`src/rtl/sysreg_spr_pkg.sv`:
```
// ---------------------------------------------------------------------------
// sysreg_spr_pkg
// Shared encodings for the SPR (stack pointer) write-side controller:
//   - stack command encodings as driven by execute on iREQ_CMD
//   - fault codes reported on oFAULT_CODE
//   - controller FSM state encodings
// No ports; imported by sysreg_spr_limit_check and sysreg_spr_update_ctrl.
// ---------------------------------------------------------------------------
package sysreg_spr_pkg;

  typedef enum logic [1:0] {
    SPR_CMD_PUSH = 2'b00,
    SPR_CMD_POP  = 2'b01,
    SPR_CMD_SET  = 2'b10,
    SPR_CMD_ADJ  = 2'b11
  } spr_cmd_e;

  typedef enum logic [1:0] {
    SPR_FLT_NONE = 2'b00,
    SPR_FLT_OVF  = 2'b01,
    SPR_FLT_UDF  = 2'b10,
    SPR_FLT_WRAP = 2'b11
  } spr_flt_e;

  typedef enum logic [1:0] {
    SPR_ST_IDLE   = 2'b00,
    SPR_ST_CALC   = 2'b01,
    SPR_ST_COMMIT = 2'b10,
    SPR_ST_FAULT  = 2'b11
  } spr_state_e;

endpackage

```
`src/rtl/sysreg_spr_limit_check.sv`:
```
// ---------------------------------------------------------------------------
// sysreg_spr_limit_check
// Purely combinational next-SPR calculation and stack window check.
//   cmd_i    : stack command (push/pop/set/adjust)
//   sp_i     : current SPR value
//   data_i   : set value or two's-complement adjust offset
//   base_i   : highest legal SPR value (inclusive)
//   limit_i  : lowest legal SPR value (inclusive)
//   new_o    : candidate new SPR value (modulo 2^N)
//   addr_o   : memory access address for the command
//   code_o   : fault code, wrap > overflow > underflow priority
// ---------------------------------------------------------------------------
module sysreg_spr_limit_check
  import sysreg_spr_pkg::*;
#(
  parameter int N          = 32,
  parameter int WORD_BYTES = 4
) (
  input  spr_cmd_e         cmd_i,
  input  logic [N-1:0]     sp_i,
  input  logic [N-1:0]     data_i,
  input  logic [N-1:0]     base_i,
  input  logic [N-1:0]     limit_i,
  output logic [N-1:0]     new_o,
  output logic [N-1:0]     addr_o,
  output spr_flt_e         code_o
);

  localparam logic [N:0] STEP = (N+1)'(WORD_BYTES);

  logic [N:0]   sum;
  logic [N-1:0] nxt;
  logic         wrap;
  logic signed [N-1:0] ofs_s;

  assign ofs_s = data_i;

  always_comb begin
    sum  = '0;
    nxt  = sp_i;
    wrap = 1'b0;
    unique case (cmd_i)
      SPR_CMD_PUSH: begin
        // Extra top bit captures the borrow out of sp - step.
        sum  = {1'b0, sp_i} - STEP;
        nxt  = sum[N-1:0];
        wrap = sum[N];
      end
      SPR_CMD_POP: begin
        sum  = {1'b0, sp_i} + STEP;
        nxt  = sum[N-1:0];
        wrap = sum[N];
      end
      SPR_CMD_SET: begin
        nxt  = data_i;
      end
      SPR_CMD_ADJ: begin
        // Adding a negative offset as unsigned must carry out; adding a
        // positive one must not. Any other combination wrapped the stack.
        sum  = {1'b0, sp_i} + {1'b0, data_i};
        nxt  = sum[N-1:0];
        wrap = sum[N] ^ (ofs_s < 0);
      end
      default: ;
    endcase
  end

  always_comb begin
    new_o = nxt;
    // Pop accesses the slot being released; everything else uses the new SP.
    addr_o = (cmd_i == SPR_CMD_POP) ? sp_i : nxt;
    if (wrap)
      code_o = SPR_FLT_WRAP;
    else if (nxt < limit_i)
      code_o = SPR_FLT_OVF;
    else if (nxt > base_i)
      code_o = SPR_FLT_UDF;
    else
      code_o = SPR_FLT_NONE;
  end

endmodule

```
`src/rtl/sysreg_spr_update_ctrl.sv`:
```
// ---------------------------------------------------------------------------
// sysreg_spr_update_ctrl
// Write-side controller for the SPR register. Accepts push/pop/set/adjust
// from execute, computes the new SPR against a latched stack window and
// either writes SPR (regist strobe + done pulse with access address) or
// reports a fault, leaving SPR untouched.
//   iCLOCK, iRESET_SYNC        : clock, synchronous active-high reset
//   iFLUSH                     : abort any in-flight command
//   iREQ_VALID/oREQ_BUSY       : request handshake
//   iREQ_CMD, iREQ_DATA        : command and operand
//   iSPR_DATA                  : current SPR readback
//   iSTACK_BASE, iSTACK_LIMIT  : inclusive legal SPR window (high, low)
//   oREGIST_REQ, oREGIST_DATA  : one-cycle SPR write
//   oDONE_VALID, oDONE_ADDR    : one-cycle completion + access address
//   oFAULT_VALID, oFAULT_CODE  : one-cycle fault report
// ---------------------------------------------------------------------------
module sysreg_spr_update_ctrl
  import sysreg_spr_pkg::*;
#(
  parameter int N          = 32,
  parameter int WORD_BYTES = 4
) (
  input  logic         iCLOCK,
  input  logic         iRESET_SYNC,
  input  logic         iFLUSH,
  input  logic         iREQ_VALID,
  output logic         oREQ_BUSY,
  input  logic [1:0]   iREQ_CMD,
  input  logic [N-1:0] iREQ_DATA,
  input  logic [N-1:0] iSPR_DATA,
  input  logic [N-1:0] iSTACK_BASE,
  input  logic [N-1:0] iSTACK_LIMIT,
  output logic         oREGIST_REQ,
  output logic [N-1:0] oREGIST_DATA,
  output logic         oDONE_VALID,
  output logic [N-1:0] oDONE_ADDR,
  output logic         oFAULT_VALID,
  output logic [1:0]   oFAULT_CODE
);

  spr_state_e   state_q;

  // Operands captured at accept
  spr_cmd_e     cmd_q;
  logic [N-1:0] data_q;
  logic [N-1:0] sp_q;
  logic [N-1:0] base_q;
  logic [N-1:0] limit_q;

  // Results captured in CALC
  logic [N-1:0] new_q;
  logic [N-1:0] addr_q;
  spr_flt_e     code_q;

  logic [N-1:0] new_w;
  logic [N-1:0] addr_w;
  spr_flt_e     code_w;
  logic         accept;
  logic         strobe_ok;

  assign oREQ_BUSY = (state_q != SPR_ST_IDLE);
  assign accept    = iREQ_VALID & ~oREQ_BUSY & ~iFLUSH;

  sysreg_spr_limit_check #(
    .N          (N),
    .WORD_BYTES (WORD_BYTES)
  ) u_limit_check (
    .cmd_i   (cmd_q),
    .sp_i    (sp_q),
    .data_i  (data_q),
    .base_i  (base_q),
    .limit_i (limit_q),
    .new_o   (new_w),
    .addr_o  (addr_w),
    .code_o  (code_w)
  );

  // Control: FSM, the only state that needs reset
  always_ff @(posedge iCLOCK) begin
    if (iRESET_SYNC) begin
      state_q <= SPR_ST_IDLE;
    end else begin
      unique case (state_q)
        SPR_ST_IDLE: begin
          if (accept)
            state_q <= SPR_ST_CALC;
        end
        SPR_ST_CALC: begin
          if (iFLUSH)
            state_q <= SPR_ST_IDLE;
          else if (code_w != SPR_FLT_NONE)
            state_q <= SPR_ST_FAULT;
          else
            state_q <= SPR_ST_COMMIT;
        end
        SPR_ST_COMMIT: state_q <= SPR_ST_IDLE;
        SPR_ST_FAULT:  state_q <= SPR_ST_IDLE;
        default:       state_q <= SPR_ST_IDLE;
      endcase
    end
  end

  // Stage 0 -> 1: latch operands on accept
  always_ff @(posedge iCLOCK) begin
    if (accept) begin
      cmd_q   <= spr_cmd_e'(iREQ_CMD);
      data_q  <= iREQ_DATA;
      sp_q    <= iSPR_DATA;
      base_q  <= iSTACK_BASE;
      limit_q <= iSTACK_LIMIT;
    end
  end

  // Stage 1 -> 2: register computed value, address and fault
  always_ff @(posedge iCLOCK) begin
    if (state_q == SPR_ST_CALC) begin
      new_q  <= new_w;
      addr_q <= addr_w;
      code_q <= code_w;
    end
  end

  // Strobes come from registered state; flush or reset in the strobe cycle
  // must suppress them immediately so SPR is never written on an abort.
  assign strobe_ok    = ~iRESET_SYNC & ~iFLUSH;
  assign oREGIST_REQ  = (state_q == SPR_ST_COMMIT) & strobe_ok;
  assign oDONE_VALID  = oREGIST_REQ;
  assign oFAULT_VALID = (state_q == SPR_ST_FAULT) & strobe_ok;

  assign oREGIST_DATA = oREGIST_REQ  ? new_q  : '0;
  assign oDONE_ADDR   = oDONE_VALID  ? addr_q : '0;
  assign oFAULT_CODE  = oFAULT_VALID ? code_q : SPR_FLT_NONE;

endmodule

```
`config.mk`:
```
export PLATFORM = sky130hd
export DESIGN_NAME = sysreg_spr_update_ctrl
export DESIGN_NICKNAME = d
export VERILOG_FILES = /design/src/rtl/sysreg_spr_pkg.sv /design/src/rtl/sysreg_spr_limit_check.sv /design/src/rtl/sysreg_spr_update_ctrl.sv
export SDC_FILE = /design/constraint.sdc
export NUM_CORES = 1
export LEC_CHECK = 0
export ABC_AREA = 0
export BUFFER_PORTS_ARGS = -buffer_cell sky130_fd_sc_hd__buf_4
export CORE_MARGIN = 3
export CORE_UTILIZATION = 40
export CTS_BUF_LIST = sky130_fd_sc_hd__clkbuf_2 sky130_fd_sc_hd__clkbuf_4 sky130_fd_sc_hd__clkbuf_8
export DETAILED_ROUTE_END_ITERATION = 7
export PLACE_DENSITY = 0.71
export SETUP_SLACK_MARGIN = 0.02
export SLEW_MARGIN = 20
export SYNTH_ARGS = -nofsm -noshare
export SYNTH_HDL_FRONTEND = slang
export SYNTH_SLANG_ARGS = --single-unit
```
`constraint.sdc`:
```
create_clock -name iCLOCK -period 38.6 [get_ports iCLOCK]
set_clock_uncertainty 0.1 [all_clocks]
set_input_delay 7.72 -clock iCLOCK [delete_from_list [all_inputs] [get_ports iCLOCK]]
set_output_delay 7.72 -clock iCLOCK [all_outputs]
set_load 0.005 [all_outputs]
```
Word level (Yosys, flattened, before mapping)

Cells that the tools add are included.

Flip-flop bits (word level): 198
Bits of input ports: 134
Output and inout bits: 70
Logic and storage cells: 49

Add/subtract/negate cells: 3
$lt $le $gt $ge: 3
Eq/ne operators: 7
Multiplexer cells: 13
Bitwise gates (word level): 9
Reductions and logical operators: 5

Operator list:

| kind                    | number |
|---|---|
| $pmux W32 S4            | 1 |
| $mux W32                | 3 |
| $add A32 B3 Y33 const B | 1 |
| $add A32 B32 Y33        | 1 |
| $sub A32 B3 Y33 const B | 1 |
| $gt A32 B32 Y1          | 1 |
| $lt A32 B1 Y1 const B   | 1 |
| $lt A32 B32 Y1          | 1 |
| $mux W2                 | 6 |
| $eq A2 B2 Y1 const B    | 4 |
| $pmux W2 S3             | 1 |
| $and A1 B1 Y1           | 5 |
| $eq A2 B1 Y1 const B    | 2 |
| $logic_not A2 Y1        | 2 |
| $reduce_bool A2 Y1      | 2 |
| $not A1 Y1              | 3 |
| $pmux W1 S3             | 1 |
| $ne A2 B2 Y1 const B    | 1 |
| $reduce_or A2 Y1        | 1 |
| $mux W1                 | 1 |
| $xor A1 B1 Y1           | 1 |

Depth between registers and ports, before layout

Word-level depth: 10
Gate-level depth with buffers: 20
Gate-level depth less buffers: 20

Modules after synthesis

A second synthesis with hierarchy kept.

Cell total of the unflattened synthesis: 1156
Area total of the unflattened synthesis: 12164.2 µm²

By module, submodules not included:

| module                 | instances | cells each | area an instance (µm²) | seq. area each (µm²) |
|---|---|---|---|---|
| sysreg_spr_update_ctrl | 1         | 283        | 6491.2                 | 5925.7 |
| sysreg_spr_limit_check | 1         | 873        | 5672.9                 | 0.0 |

Least setup slack after synthesis

Ideal clock, no wire load.

Path type: input -> register
From: input iFLUSH
To: register base_q[0], enable pin
Library setup time: 0.804 ns
Arrival time: 17.070 ns
Data required time: 37.696 ns
Slack: 20.626 ns
Stages: 1
Buffers on the path: 0
Path through: nor3b_1

Word-level cells in the longest chain between the ends: 2

RTL lines:

| element              | line                          | RTL |
|---|---|---|
| start, declared      | sysreg_spr_update_ctrl.sv:25  | `input logic iFLUSH,` |
| $not A1 Y1           | sysreg_spr_update_ctrl.sv:62  | `assign accept = iREQ_VALID & ~oREQ_BUSY & ~iFLUSH;` |
| $and A1 B1 Y1        | sysreg_spr_update_ctrl.sv:62  |  |
| end signal, assigned | sysreg_spr_update_ctrl.sv:109 | `base_q <= iSTACK_BASE;` |
| end, declared        | sysreg_spr_update_ctrl.sv:47  | `logic [N-1:0] base_q;` |

Every way passes these cells.
A chain may end at the register's enable or synchronous reset.

Final worst setup path

From: input iFLUSH
To: output oDONE_ADDR[10]

Word-level cells in the longest chain between the ends: 4

RTL lines:

| element       | line                          | RTL |
|---|---|---|
| $not A1 Y1    | sysreg_spr_update_ctrl.sv:125 | `assign strobe_ok = ~iRESET_SYNC & ~iFLUSH;` |
| $and A1 B1 Y1 | sysreg_spr_update_ctrl.sv:125 |  |
| $and A1 B1 Y1 | sysreg_spr_update_ctrl.sv:126 | `assign oREGIST_REQ = (state_q == SPR_ST_COMMIT) & strobe_ok;` |
| $mux W32      | sysreg_spr_update_ctrl.sv:131 | `assign oDONE_ADDR = oDONE_VALID ? addr_q : '0;` |
| end, declared | sysreg_spr_update_ctrl.sv:36  | `output logic [N-1:0] oDONE_ADDR,` |

Every way passes these cells.

==> out/metrics.cfg <==
[clock_network]
cts.reportedPaths.clkPinSlew_ns=0.11
post_cts_resized=0
clk_latency_ns=0.51
clock_path_buffers=2
h-tree-depth=4
cts_root_buf=clkbuf_8
postCtsSetupRepairBufs=0
tritoncts=yes
cts_hold_buf=0
cts_buffers=17
cts_sinks=198

[final_layout]
fin_nets=1543
syn_to_final_growth_pct=18.08
diodes=0
drive_above_1_share_pct=21.60
final_cells=1714
final_common_cell=buf_4
mostFrequentLayoutCells=211 x buf_4, 196 x edfxtp_1, 97 x ha_1

[detailed_routing]
drc_errors=0
vias_per_cell=5.478
num_vias=9390
firstDrtPassIters=5
drt-initial-drc-count=832
wl_per_cell_um=19.19
antenna_left=0
wl_um=32890

[worst_setup_path]
crit_path_frequent_cell=buf_4
crit_chain=buf_4 -> nor2_1 -> and3_2 -> and2_1 -> buf_4
cpMaxStageDelayCell=and3_2
cpLargestDelayFamily=simple AND/OR/NAND/NOR gates
crit_arrival_ns=9.13
crit_fanout=66
crit_required_ns=30.78
crit_buf_inv=2
worstSetupEndpointType=output port
crit_type=in -> out
worstSetupStartpointType=primary input
critPathMaxStageDelay_ns=0.80

[flow_run]
drv_cap=0

[synthesis]
ys_types=85
synthCells=1138
yosysSeqAreaShare_pct=48.19
synth_seq_cells=198
synth-main-ff-cell=edfxtp_1
synth_edf_count=196
syn_nets=1370
ys.warnings.count=0
synthArstFlopShare_pct=0
synth_area_sq_mm=0.01230
avgSynthCellArea_sq_um=10.81

[floorplanning]
rows=63
die_area_sq_mm=0.03288
initial_core_util_pct=41.05
die_w_um=181.3
floorplan.core_area_sq_mm=0.02995
ios=204
chipHeight_um=181.3

[place]
dp_hpwl_um=24970
gp_congestion=0.9078
dp.cells=1682
port_buffers=203

[grt]
groute.usage.overall_pct=19.85
grt_pass1_vias=8907
grt_max_degree=72
grt_antenna_before_repair=0
overflow=0
grt_pass1_wl_um=50480

[power]
peakVddDrop_uv=20.00
p_clk_share_pct=27.9
p_per_area_mw_per_mm2=32.67
swShare_pct=29.44
p_leak_nw=6.002
p_total_mw=0.4743
p_switching_mw=0.1397
seqPwrFrac_pct=54.0
intPower_mw=0.3347
combPwrFrac_pct=18.1

[status]
status=finished clean

[sta]
finalSetupViolations=0
drv_slew=0
layout_worst_path_cycle_share_pct=43.92
rsz0062_at_grt=no
max_slew.worst_pin.slew_ns=0.9287
max_freq_ghz=0.05898
finalCriticalPeriod_ns=16.95
hold_viol_final=0
slew_headroom_pct=38.09
setup-tns-final_ns=0

[min_path]
min_path_type=reg -> reg

[power by group through the flow]
stage / registers [mW] / logic [mW] / clock network (mW)
2_1_floorplan: 0.259 / 0.0576 / 0
3_3_place_gp: 0.261 / 0.0831 / 0
3_5_place_dp: 0.261 / 0.0852 / 0
4_1_cts: 0.256 / 0.0858 / 0.137
5_1_grt: 0.257 / 0.0960 / 0.145
6_report: 0.256 / 0.0859 / 0.132
[synthesized netlist by cell type, types with 21 or more instances]
master    instances  share of area [%]
a21o_1           24                1.5
a21oi_1          81                3.3
and2_1           70                3.6
clkbuf_1         42                1.3
edfxtp_1        196                 48
ha_1             97                9.9
inv_1            83                2.5
nand2_1          81                2.5
nand4_1          24                1.2
nor2_1           77                2.4
nor3_1           21               0.85
o21ai_0          37                1.5
xnor2_1          37                2.6
xor2_1           35                2.5
[flip-flops by register name (all words and copies together), names as in the netlist]
signal,count
sp_q,32
cmd_q,2
new_q,32
code_q,2
addr_q,32
data_q,32
base_q,32
limit_q,32
state_q,2
[final timing paths]
| check | start | endpoint | slack [ns] | cells past startpoint |
|---|---|---|---|---|
| max | iFLUSH | oDONE_ADDR[10] | 21.65 | 5 |
| min | state_q[0] | state_q[1] | 0.45 | 1 |
| min reg2reg | state_q[0] | state_q[1] | 0.45 | 1 |
| max reg2reg | data_q[0] | code_q[1] | 33.03 | 20 |
[metrics by stage]
step	setup WS, ns	hold WS, ns	util (%)	instance area, sq um
floorplan	20.63	0.3826	-	12300
global placement	21.76	0.4003	47.19	14140
detailed placement	21.63	0.4121	47.19	14140
CTS	21.63	0.4446	48.48	14520
global route	21.49	0.4896	48.48	14520
finish	21.65	0.4487	48.48	14520
[routing by layer]
metal,global-route usage (%),vias up,part of all wire [%]
met3,3.402,30,5.7
met1,29.19,4519,48
li1,-,4516,-
met5,0,-,0
met2,30.27,325,45
met4,5.667,0,1.7
[cell type report]
type	count	area (sq um)
repair buffers	211	1584
inverters	84	315.3
clock buffers	17	234.0
multi-input cells	799	5823
clock inverters	15	150.1
well taps	390	488.0
fillers	2736	15430
flip-flops and latches	198	5926
[cells by family (layout without fill, tap and decap cells)]
group | Yosys count | count (layout) | synth area share (%)
and+or+nand+nor | 358 | 358 | 15.34
AOI/OAI and AO/OA | 243 | 243 | 13.14
DFF | 198 | 198 | 48.19
buffers and inverters | 141 | 327 | 4.569
adders and majority gates | 98 | 98 | 10.03
xor gates and xnor gates | 73 | 73 | 5.260
muxes | 27 | 27 | 3.470
No activity file was read; power rests on OpenSTA's default activity.
